**src/rtl/ssd_pkg.sv**
```systemverilog
// Shared constants for the seven-segment readback path: active-low a..g digit
// patterns and the converter FSM state encoding.
package ssd_pkg;

    localparam logic [6:0] SSD_0     = 7'b0000001;
    localparam logic [6:0] SSD_1     = 7'b1001111;
    localparam logic [6:0] SSD_2     = 7'b0010010;
    localparam logic [6:0] SSD_3     = 7'b0000110;
    localparam logic [6:0] SSD_4     = 7'b1001100;
    localparam logic [6:0] SSD_5     = 7'b0100100;
    localparam logic [6:0] SSD_6     = 7'b0100000;
    localparam logic [6:0] SSD_7     = 7'b0001111;
    localparam logic [6:0] SSD_8     = 7'b0000000;
    localparam logic [6:0] SSD_9     = 7'b0001100;
    localparam logic [6:0] SSD_BLANK = 7'b1111111;

    typedef enum logic [1:0] {
        ST_IDLE    = 2'd0,
        ST_DECODE  = 2'd1,
        ST_CONVERT = 2'd2,
        ST_DONE    = 2'd3
    } state_t;

endpackage

```
**src/rtl/ssd_digit_decode.sv**
```systemverilog
// One seven-segment pattern to BCD plus legality flag.
// With BLANK_AS_ZERO_EN defined an all-off digit is accepted as 0.
module ssd_digit_decode
    import ssd_pkg::*;
(
    input  logic [6:0] seg,
    output logic       legal,
    output logic [3:0] bcd
);

    always_comb begin
        legal = 1'b1;
        bcd   = 4'd0;
        case (seg)
            SSD_0: bcd = 4'd0;
            SSD_1: bcd = 4'd1;
            SSD_2: bcd = 4'd2;
            SSD_3: bcd = 4'd3;
            SSD_4: bcd = 4'd4;
            SSD_5: bcd = 4'd5;
            SSD_6: bcd = 4'd6;
            SSD_7: bcd = 4'd7;
            SSD_8: bcd = 4'd8;
            SSD_9: bcd = 4'd9;
`ifdef BLANK_AS_ZERO_EN
            SSD_BLANK: bcd = 4'd0;
`endif
            default: legal = 1'b0;
        endcase
    end

endmodule

```
**src/rtl/ssd_to_binary.sv**
```systemverilog
// Converts DIGITS captured seven-segment patterns into one unsigned binary value.
// Blank-digit handling is set by BLANK_AS_ZERO_EN inside ssd_digit_decode.
//
// state      | meaning
// -----------+--------------------------------------------------------------
// ST_IDLE    | IN_READY high, waiting for a frame
// ST_DECODE  | latch per-digit BCD and error flag, clear accumulator
// ST_CONVERT | fold one digit per cycle, most significant digit first
// ST_DONE    | OUT_VALID high, result held until OUT_READY
module ssd_to_binary
    import ssd_pkg::*;
#(
    parameter int DIGITS = 3,
    parameter int BIN_W  = 10
) (
    input  logic                  CLOCK_50,
    input  logic                  RESET,
    input  logic                  IN_VALID,
    output logic                  IN_READY,
    input  logic [7*DIGITS-1:0]   SEG_IN,
    output logic                  OUT_VALID,
    input  logic                  OUT_READY,
    output logic [BIN_W-1:0]      BIN,
    output logic                  ERR
);

    localparam int IW = (DIGITS > 1) ? $clog2(DIGITS) : 1;

    state_t                  state;
    logic [7*DIGITS-1:0]     seg_q;
    logic [DIGITS-1:0][3:0]  bcd_dec;
    logic [DIGITS-1:0][3:0]  bcd_q;
    logic [DIGITS-1:0]       legal;
    logic                    err_q;
    logic [IW-1:0]           idx;
    logic [BIN_W-1:0]        acc;
    logic [BIN_W-1:0]        acc_next;

    for (genvar i = 0; i < DIGITS; i++) begin : g_dec
        ssd_digit_decode u_dec (
            .seg   (seg_q[7*i +: 7]),
            .legal (legal[i]),
            .bcd   (bcd_dec[i])
        );
    end

    // acc * 10 + digit without a multiplier
    assign acc_next = (acc << 3) + (acc << 1) + BIN_W'(bcd_q[idx]);

    always_ff @(posedge CLOCK_50) begin
        if (RESET) begin
            state     <= ST_IDLE;
            IN_READY  <= 1'b1;
            OUT_VALID <= 1'b0;
            BIN       <= '0;
            ERR       <= 1'b0;
            seg_q     <= '0;
            bcd_q     <= '0;
            err_q     <= 1'b0;
            idx       <= '0;
            acc       <= '0;
        end else begin
            case (state)
                ST_IDLE: begin
                    if (IN_VALID) begin
                        seg_q    <= SEG_IN;
                        IN_READY <= 1'b0;
                        state    <= ST_DECODE;
                    end
                end
                ST_DECODE: begin
                    bcd_q <= bcd_dec;
                    err_q <= ~&legal;
                    acc   <= '0;
                    idx   <= IW'(DIGITS - 1);
                    state <= ST_CONVERT;
                end
                ST_CONVERT: begin
                    acc <= acc_next;
                    if (idx == '0) begin
                        OUT_VALID <= 1'b1;
                        BIN       <= err_q ? '0 : acc_next;
                        ERR       <= err_q;
                        state     <= ST_DONE;
                    end else begin
                        idx <= idx - 1'b1;
                    end
                end
                ST_DONE: begin
                    if (OUT_READY) begin
                        OUT_VALID <= 1'b0;
                        IN_READY  <= 1'b1;
                        state     <= ST_IDLE;
                    end
                end
                default: state <= ST_IDLE;
            endcase
        end
    end

endmodule

```
**config.mk**
```make
export PLATFORM = sky130hd
export DESIGN_NAME = ssd_to_binary
export DESIGN_NICKNAME = d
export VERILOG_FILES = /design/src/rtl/ssd_pkg.sv /design/src/rtl/ssd_digit_decode.sv /design/src/rtl/ssd_to_binary.sv
export SDC_FILE = /design/constraint.sdc
export NUM_CORES = 1
export LEC_CHECK = 0
export CAP_MARGIN = 15
export CORE_ASPECT_RATIO = 1.25
export CORE_UTILIZATION = 51
export CTS_BUF_LIST = sky130_fd_sc_hd__clkbuf_4 sky130_fd_sc_hd__clkbuf_8 sky130_fd_sc_hd__clkbuf_16
export DETAILED_ROUTE_END_ITERATION = 12
export GPL_TIMING_DRIVEN = 1
export PLACE_DENSITY = 0.73
export REMOVE_ABC_BUFFERS = 1
export SLEW_MARGIN = 20
export SYNTH_ARGS = -nofsm -noshare
export SYNTH_HDL_FRONTEND = slang
export SYNTH_SLANG_ARGS = --single-unit
```
**constraint.sdc**
```tcl
create_clock -name CLOCK_50 -period 3.8 [get_ports CLOCK_50]
set_input_delay 0.57 -clock CLOCK_50 [delete_from_list [all_inputs] [get_ports CLOCK_50]]
set_output_delay 0.57 -clock CLOCK_50 [all_outputs]
set_load 0.01 [all_outputs]
```
==> key figures, run 1 <==
Run status
  • Status: finished clean

Timing
  • Setup TNS: 0 ns
  • Finish-stage setup viols: 0
  • Worst Skew: about 0.0056 ns
  • Final Hold Vio Count: 0
  • Min Hold Slack: between 0.4 and 0.5 ns
  • Final Slew Violations: 0
  • Final setup margin: around 0.87 ns
  • RSZ-0062 raised after global routing: no
  • Worst Tran Pin Value: between 0.7 and 0.8 ns
  • Min Tclk post-route: roughly 2.9 ns
  • Slew headroom: between 50 and 60%
  • Fmax: 341 MHz
  • Final worst path period share: 77.2%

Logic synthesis
  • Number of synthesized register bits: 60
  • Seq/Total Area, Yosys: around 35%
  • Dominant cell type by area after synthesis: dfxtp_1
  • Top post-synthesis cells by area: dfxtp_1 35%, ha_1 6.9%, a21oi_1 6.5%, nand2_1 6.3%, nor2_1 4.5%
  • Syn Std Cell Area: around 0.0035 mm^2
  • Most used flip-flop cell after synthesis: dfxtp_1
  • Yosys cell types: 58
  • Number of synthesized flops with an enable pin: 0
  • Post-Syn Instances: between 400 and 500
  • Ys async rst share: 0%
  • Post-synth top area share: between 30% and 40%
  • Syn. warnings: 0
  • Mean Syn Cell Area: approximately 7.8 um^2

Drt
  • # DRC: 0
  • Routed Wire Length: roughly 7.6 mm
  • Initial DRC Count: approximately 190
  • Post-DRT Antenna Nets: 0
  • First-pass DRT Iterations: 5
  • DR WL/cell: roughly 14 um
  • Vias after detailed routing: 3125
  • Via/cell ratio: about 5.7

Placed design
  • HPWL Detailed: 5.43 mm
  • GPL Wtd Cong: around 0.83
  • Setup WS pre-CTS: around 0.9 ns
  • Dpl cells: roughly 540
  • I/O Buffers: 37

Critical path
  • Worst reg2reg setup slack: a little under 0.9 ns
  • Crit path launch type: flop
  • Critical path peak fanout: 7
  • CP required: 4.01 ns
  • Worst r2r src: idx[0]
  • Reg2Reg Depth: 10
  • Reg-to-Reg End: BIN[8]
  • Crit Path Class: reg2reg
  • WP data arrival: roughly 3.2 ns
  • Setup crit end kind: flop

Finish
  • Layout cell share with drive strength beyond 1: 4.96%
  • Area growth syn-to-layout: 14.3%
  • Post-Layout Cell Count: about 550
  • Sequential Area: ~0.0012 mm^2
  • Layout Nets: ~510
  • Filler cell count: 612
  • Multi-input gate area: roughly 0.0020 mm^2
  • Antenna cells: 0

Floorplan
  • Die area: 0.00714 mm^2
  • Site Rows: 33
  • I/O Pins: 38
  • Initial Util: 52.8%
  • Die W: ~76 um
  • Die H: 94.2 um
  • Core outline area: between 0.006 and 0.007 mm^2

Pwr
  • Total power: 0.00209 W
  • Pleak: about 1.5 nW
  • Peak supply drop: between 300 and 400 uV
  • PwrDens: about 530 mW/mm^2

Clock network
  • Clock buffer depth: 2
  • Clk Latency, worst-skew pair: between 0.3 and 0.4 ns
  • Hold-fix buffers, CTS: 0
  • Number of post-CTS setup repair buffers: 0
  • TritonCTS clock tree: done
  • CTS Buf Count: 9
  • Root Buffer: clkbuf_8
  • CTS clk-pin slew, worst paths: 0.07 ns
  • Post-CTS sizing: 0
  • Clock Sinks: 60
  • CTS HTree Levels: 3

Min path
  • Hold Crit Class: reg2reg
  • Min-Delay Path Depth: 2
  • Hold path startpoint: ERR
  • Hold Path Sink: ERR

Global routing
  • Vias in the first global route: ~2800
  • GRT overflow: 0
  • Initial antenna violation count: 0
  • Global-route wire length before repair: around 13 mm
  • Gr usage total: 23.2%
  • Largest net degree at the start of global routing: 32

Flow run
  • Max-cap violations: 0
## where the power goes
part,leakage [nW],switching [W],internal (W)
registers,0.488,0.000141,0.000717
logic,0.911,0.000397,0.000293
clock network,0.0982,0.000253,0.000286
## sequential cells by signal, summed over array words and instances (netlist names)
name,count
BIN,10
err_q,1
state,2
acc,9
IN_READY,1
idx,2
OUT_VALID,1
seg_q,21
bcd_q,12
ERR,1
## synthesized netlist by cell type, types with 5 or more instances
| cell type | instances |
|---|---|
| nand2_1 | 58 |
| clkbuf_1 | 16 |
| nand2b_1 | 10 |
| nor2_1 | 42 |
| nand3_1 | 22 |
| a22oi_1 | 9 |
| nor2b_1 | 11 |
| xnor2_1 | 9 |
| buf_2 | 9 |
| a31oi_1 | 5 |
| dfxtp_1 | 60 |
| ha_1 | 19 |
| o21ai_0 | 15 |
| a21oi_1 | 45 |
| nor3_1 | 11 |
| inv_1 | 16 |
| mux2i_1 | 7 |
## stage by stage
stage          utilization (%)  area, um^2
5_1_grt                   60.4        3970
2_1_floorplan                -        3300
3_5_place_dp              57.5        3780
4_1_cts                   60.4        3970
6_report                  60.4        3970
3_3_place_gp              57.5        3780
## layer usage
layer / track usage, % / vias up / part of all wire [%]
met5: 0 / - / 0
met1: 26.0 / 1463 / 42
li1: - / 1586 / -
met4: 12.3 / 0 / 3.0
met3: 5.79 / 18 / 2.7
met2: 39.4 / 58 / 52
## kinds of logic after synthesis
family / count (synthesis) / synth area share, %
AND/OR/NAND/NOR: 187 / 26.4
flip-flops: 60 / 34.6
adder cells (fa/ha/maj): 21 / 8.01
AO/OA/AOI/OAI: 106 / 19.1
XOR/XNOR: 12 / 3.03
buffers and inverters: 52 / 6.85
multiplexers: 7 / 2.02
## area by class of cell
class	count	share of cell area [%]
Multi-Input combinational cell	333	51.2
Sequential cell	60	30.3
Timing Repair Buffer	38	9.40
Clock buffer	12	4.17
Tap cell	87	2.75
Inverter	17	1.61
Clock inverter	4	0.568
## placed cells by master, fill, tap and decap left out, types with 4 or more instances in the layout
| master | Yosys | layout |
|---|---|---|
| a21oi_1 | 45 | 45 |
| a22oi_1 | 9 | 9 |
| a31oi_1 | 5 | 5 |
| clkbuf_8 | 0 | 12 |
| clkdlybuf4s50_1 | 0 | 36 |
| dfxtp_1 | 60 | 60 |
| ha_1 | 19 | 19 |
| inv_1 | 16 | 16 |
| mux2i_1 | 7 | 7 |
| nand2_1 | 58 | 58 |
| nand2b_1 | 10 | 10 |
| nand3_1 | 22 | 22 |
| nand4_1 | 4 | 4 |
| nor2_1 | 42 | 42 |
| nor2b_1 | 11 | 11 |
| nor3_1 | 11 | 11 |
| nor3b_1 | 4 | 4 |
| nor4_1 | 4 | 4 |
| o21ai_0 | 15 | 15 |
| o31a_1 | 4 | 4 |
| xnor2_1 | 9 | 9 |
## critical path, stage by stage, from the launching register on
cell      delay, ns
dfxtp_1        0.49
mux2i_1        0.23
nor2_1         0.06
a31oi_1        0.17
fa_1           0.49
fa_1           0.49
nor2b_1        0.13
o21a_1         0.15
o21ai_1        0.11
a311oi_1       0.38
o41ai_1        0.10
## how the worst max path moves through the flow
stage	from	endpoint	slack, ns	depth (start not counted)
2_1_floorplan	idx[0]	BIN[9]	1.14	11
3_3_place_gp	idx[0]	acc[8]	0.99	10
3_5_place_dp	idx[0]	acc[8]	0.93	10
4_1_cts	idx[0]	acc[8]	0.89	10
5_1_grt	idx[0]	BIN[8]	0.71	10
6_report	idx[0]	BIN[8]	0.87	10
(Power assumes the default switching activity.)
==> run 2: changes to the inputs <==
==> constraint.sdc (replaced) <==
create_clock -name CLOCK_50 -period 2.96 [get_ports CLOCK_50]
set_input_delay 0.444 -clock CLOCK_50 [delete_from_list [all_inputs] [get_ports CLOCK_50]]
set_output_delay 0.444 -clock CLOCK_50 [all_outputs]
set_load 0.01 [all_outputs]
==> run 2 against run 1 <==
Compared with the run above:
- global-route usage fell by 0.53 points
- hold slack gained 0.0043 ns
- critical endpoint unchanged
- non-clock buffer count is 2 higher
- fmax is 6.8% higher
- combinational power grew 29%
- worst setup slack worse by 0.65 ns
- utilization up 0.82 points
- power increased by 35%
- register-to-register slack got worse by 0.65 ns
- sequential cell count stayed put
- wire length down 3.6%
- final area rose by 1.4%
==> key figures, run 2 (same netlist as run 1, synthesis figures left out) <==
Run status
  • Status: finished clean

Clock network
  • TritonCTS clock tree: done
  • Hold-fix buffers, CTS: 0
  • CTS clk-pin slew, worst paths: around 0.07 ns
  • Clock Sinks: 60
  • CTS HTree Levels: 3
  • CTS Buf Count: 9
  • Clock buffer depth: 2
  • Clk Latency, worst-skew pair: between 0.3 and 0.4 ns
  • Root Buffer: clkbuf_8

Critical path
  • WP data arrival: 2.97 ns
  • Worst path slowest cell: fa_1
  • CP most frequent cell: fa_1
  • Delay-heaviest family, CP: adder cells
  • Worst reg2reg setup slack: between 0.2 and 0.25 ns
  • Crit path depth: 10
  • Crit-path cells: buf_4 -> inv_1 -> a31oi_1 -> fa_1 -> fa_1 -> nor2b_1 -> o21a_1 -> o21ai_1 -> a311oi_2 -> o41ai_1
  • Crit path capture: BIN[8]
  • Reg2Reg Depth: 10
  • CP max stage delay: roughly 0.5 ns
  • Worst r2r src: idx[0]
  • Setup crit end kind: flop
  • CP required: 3.18 ns
  • Reg-to-Reg End: BIN[8]
  • CP Buf/Inv Count: 2
  • Crit path launch type: flop
  • Crit path from: idx[0]
  • Critical path peak fanout: 5
  • Crit Path Class: reg2reg

Floorplan
  • Initial Util: ~53%
  • Die H: 94.2 um
  • I/O Pins: 38
  • Core outline area: 0.00657 mm^2
  • Die area: 0.00714 mm^2
  • Die W: 75.8 um
  • Site Rows: 33

Pwr
  • Pleak: 1.53 nW
  • Peak supply drop: approximately 420 uV
  • PwrDens: 700 mW/mm^2

Placed design
  • Setup WS pre-CTS: between 0.2 and 0.25 ns
  • GPL Wtd Cong: 0.853
  • Dpl cells: around 540
  • I/O Buffers: 37
  • HPWL Detailed: roughly 5.3 mm
  • Placed cell areas: 0.00379 mm^2

Timing
  • Worst Tran Pin Value: approximately 0.73 ns
  • Min Hold Slack: about 0.47 ns
  • Slew headroom: between 50% and 60%
  • Final setup margin: around 0.21 ns
  • Final Hold Vio Count: 0
  • Final worst path period share: approximately 93%
  • Fmax: about 360 MHz
  • Worst Skew: 0.00652 ns
  • Min Tclk post-route: around 2.7 ns
  • Final Slew Violations: 0
  • RSZ-0062 raised after global routing: no
  • Finish-stage setup viols: 0
  • Setup TNS: 0 ns

Finish
  • Top reg by flops: seg_q
  • Antenna cells: 0
  • Sequential Area: between 0.001 and 0.0015 mm^2
  • Area growth syn-to-layout: 15.8%
  • Post-Layout Cell Count: between 500 and 600
  • Commonest cells after routing, fill and taps aside: 60 x dfxtp_1, 58 x nand2_1, 45 x a21oi_1
  • Number of flip-flops in the largest register: 21
  • Regs by FF count: seg_q (21), bcd_q (12), BIN (10)
  • Most common cell after layout, fill and taps aside: dfxtp_1
  • Layout Nets: roughly 510
  • Final Instance Area: 0.00402 mm^2
  • Multi-input gate area: about 0.0020 mm^2
  • Layout cell share with drive strength beyond 1: between 5 and 6%
  • Filler cell count: slightly above 600

Drt
  • Via/cell ratio: approximately 5.6
  • Vias after detailed routing: about 3000
  • Initial DRC Count: ~170
  • Post-DRT Antenna Nets: 0
  • Routed Wire Length: around 7.3 mm
  • First-pass DRT Iterations: 4
  • # DRC: 0
  • DR WL/cell: roughly 13 um

Global routing
  • Largest net degree at the start of global routing: 35
  • Initial antenna violation count: 0
  • Gr usage total: a little under a quarter
  • Vias in the first global route: roughly 2900
  • Global-route wire length before repair: 12.3 mm
  • GRT overflow: 0

Flow run
  • Max-cap violations: 0

Min path
  • Hold Crit Class: reg2reg
## run 2: cell types whose count changed in the layout (fill, tap and decap cells not counted), sizes merged
| cell | delta |
|---|---|
| buf | +2 |
| bufinv | +2 |
| clkbuf | -1 |
| clkinvlp | -1 |
## run 2: worst min path at each step
stage,from,end,slack [ns],depth (start not counted)
after floorplan,bcd_q[0],bcd_q[0],0.44,2
after global placement,ERR,ERR,0.46,2
after detailed placement,ERR,ERR,0.46,2
after CTS,ERR,ERR,0.47,2
after global routing,bcd_q[10],bcd_q[10],0.48,2
final,ERR,ERR,0.47,2
## run 2: layout make-up
| class | instances | area share (%) |
|---|---|---|
| flip-flops and latches | 60 | 29.9 |
| clock buffers | 11 | 3.61 |
| well taps | 87 | 2.71 |
| repair buffers | 40 | 9.65 |
| multi-input cells | 333 | 50.7 |
| clock inverters | 5 | 1.87 |
| inverters | 17 | 1.59 |
## run 2: metal layers
| metal | GRT usage, % | vias to the layer above | wire, um | share of wire [%] |
|---|---|---|---|---|
| met1 | 25.2 | 1417 | 3120 | 43 |
| met5 | 0 | - | 0 | 0 |
| met3 | 3.76 | 16 | 257 | 3.5 |
| met2 | 39.9 | 70 | 3750 | 51 |
| met4 | 12.2 | 0 | 182 | 2.5 |
| li1 | - | 1586 | - | - |
## run 2: through the flow
step / util, % / total power, W
3_5_place_dp: 57.8 / 0.00200
5_1_grt: 61.2 / 0.00301
2_1_floorplan: - / 0.00172
6_report: 61.2 / 0.00281
3_3_place_gp: 57.8 / 0.00198
4_1_cts: 61.1 / 0.00283
## run 2: worst reg2reg max path, delay by kind of cell (launching register included)
kind | cells | cell delay, ns
AOI/OAI and AO/OA | 5 | 0.91
DFF | 1 | 0.37
buffers and inverters | 2 | 0.23
and+or+nand+nor | 1 | 0.13
adders and majority gates | 2 | 0.98
## run 2: repair_timing
action | CTS | global route
buffers inserted | 0 | 0
resized for setup | 0 | 1
setup endpoints to repair | 0 | 2
## run 2: power by group
part / switching [W] / internal [W]
Clock: 0.000324 / 0.000502
Sequential: 0.000177 / 0.000921
Combinational: 0.000507 / 0.000382
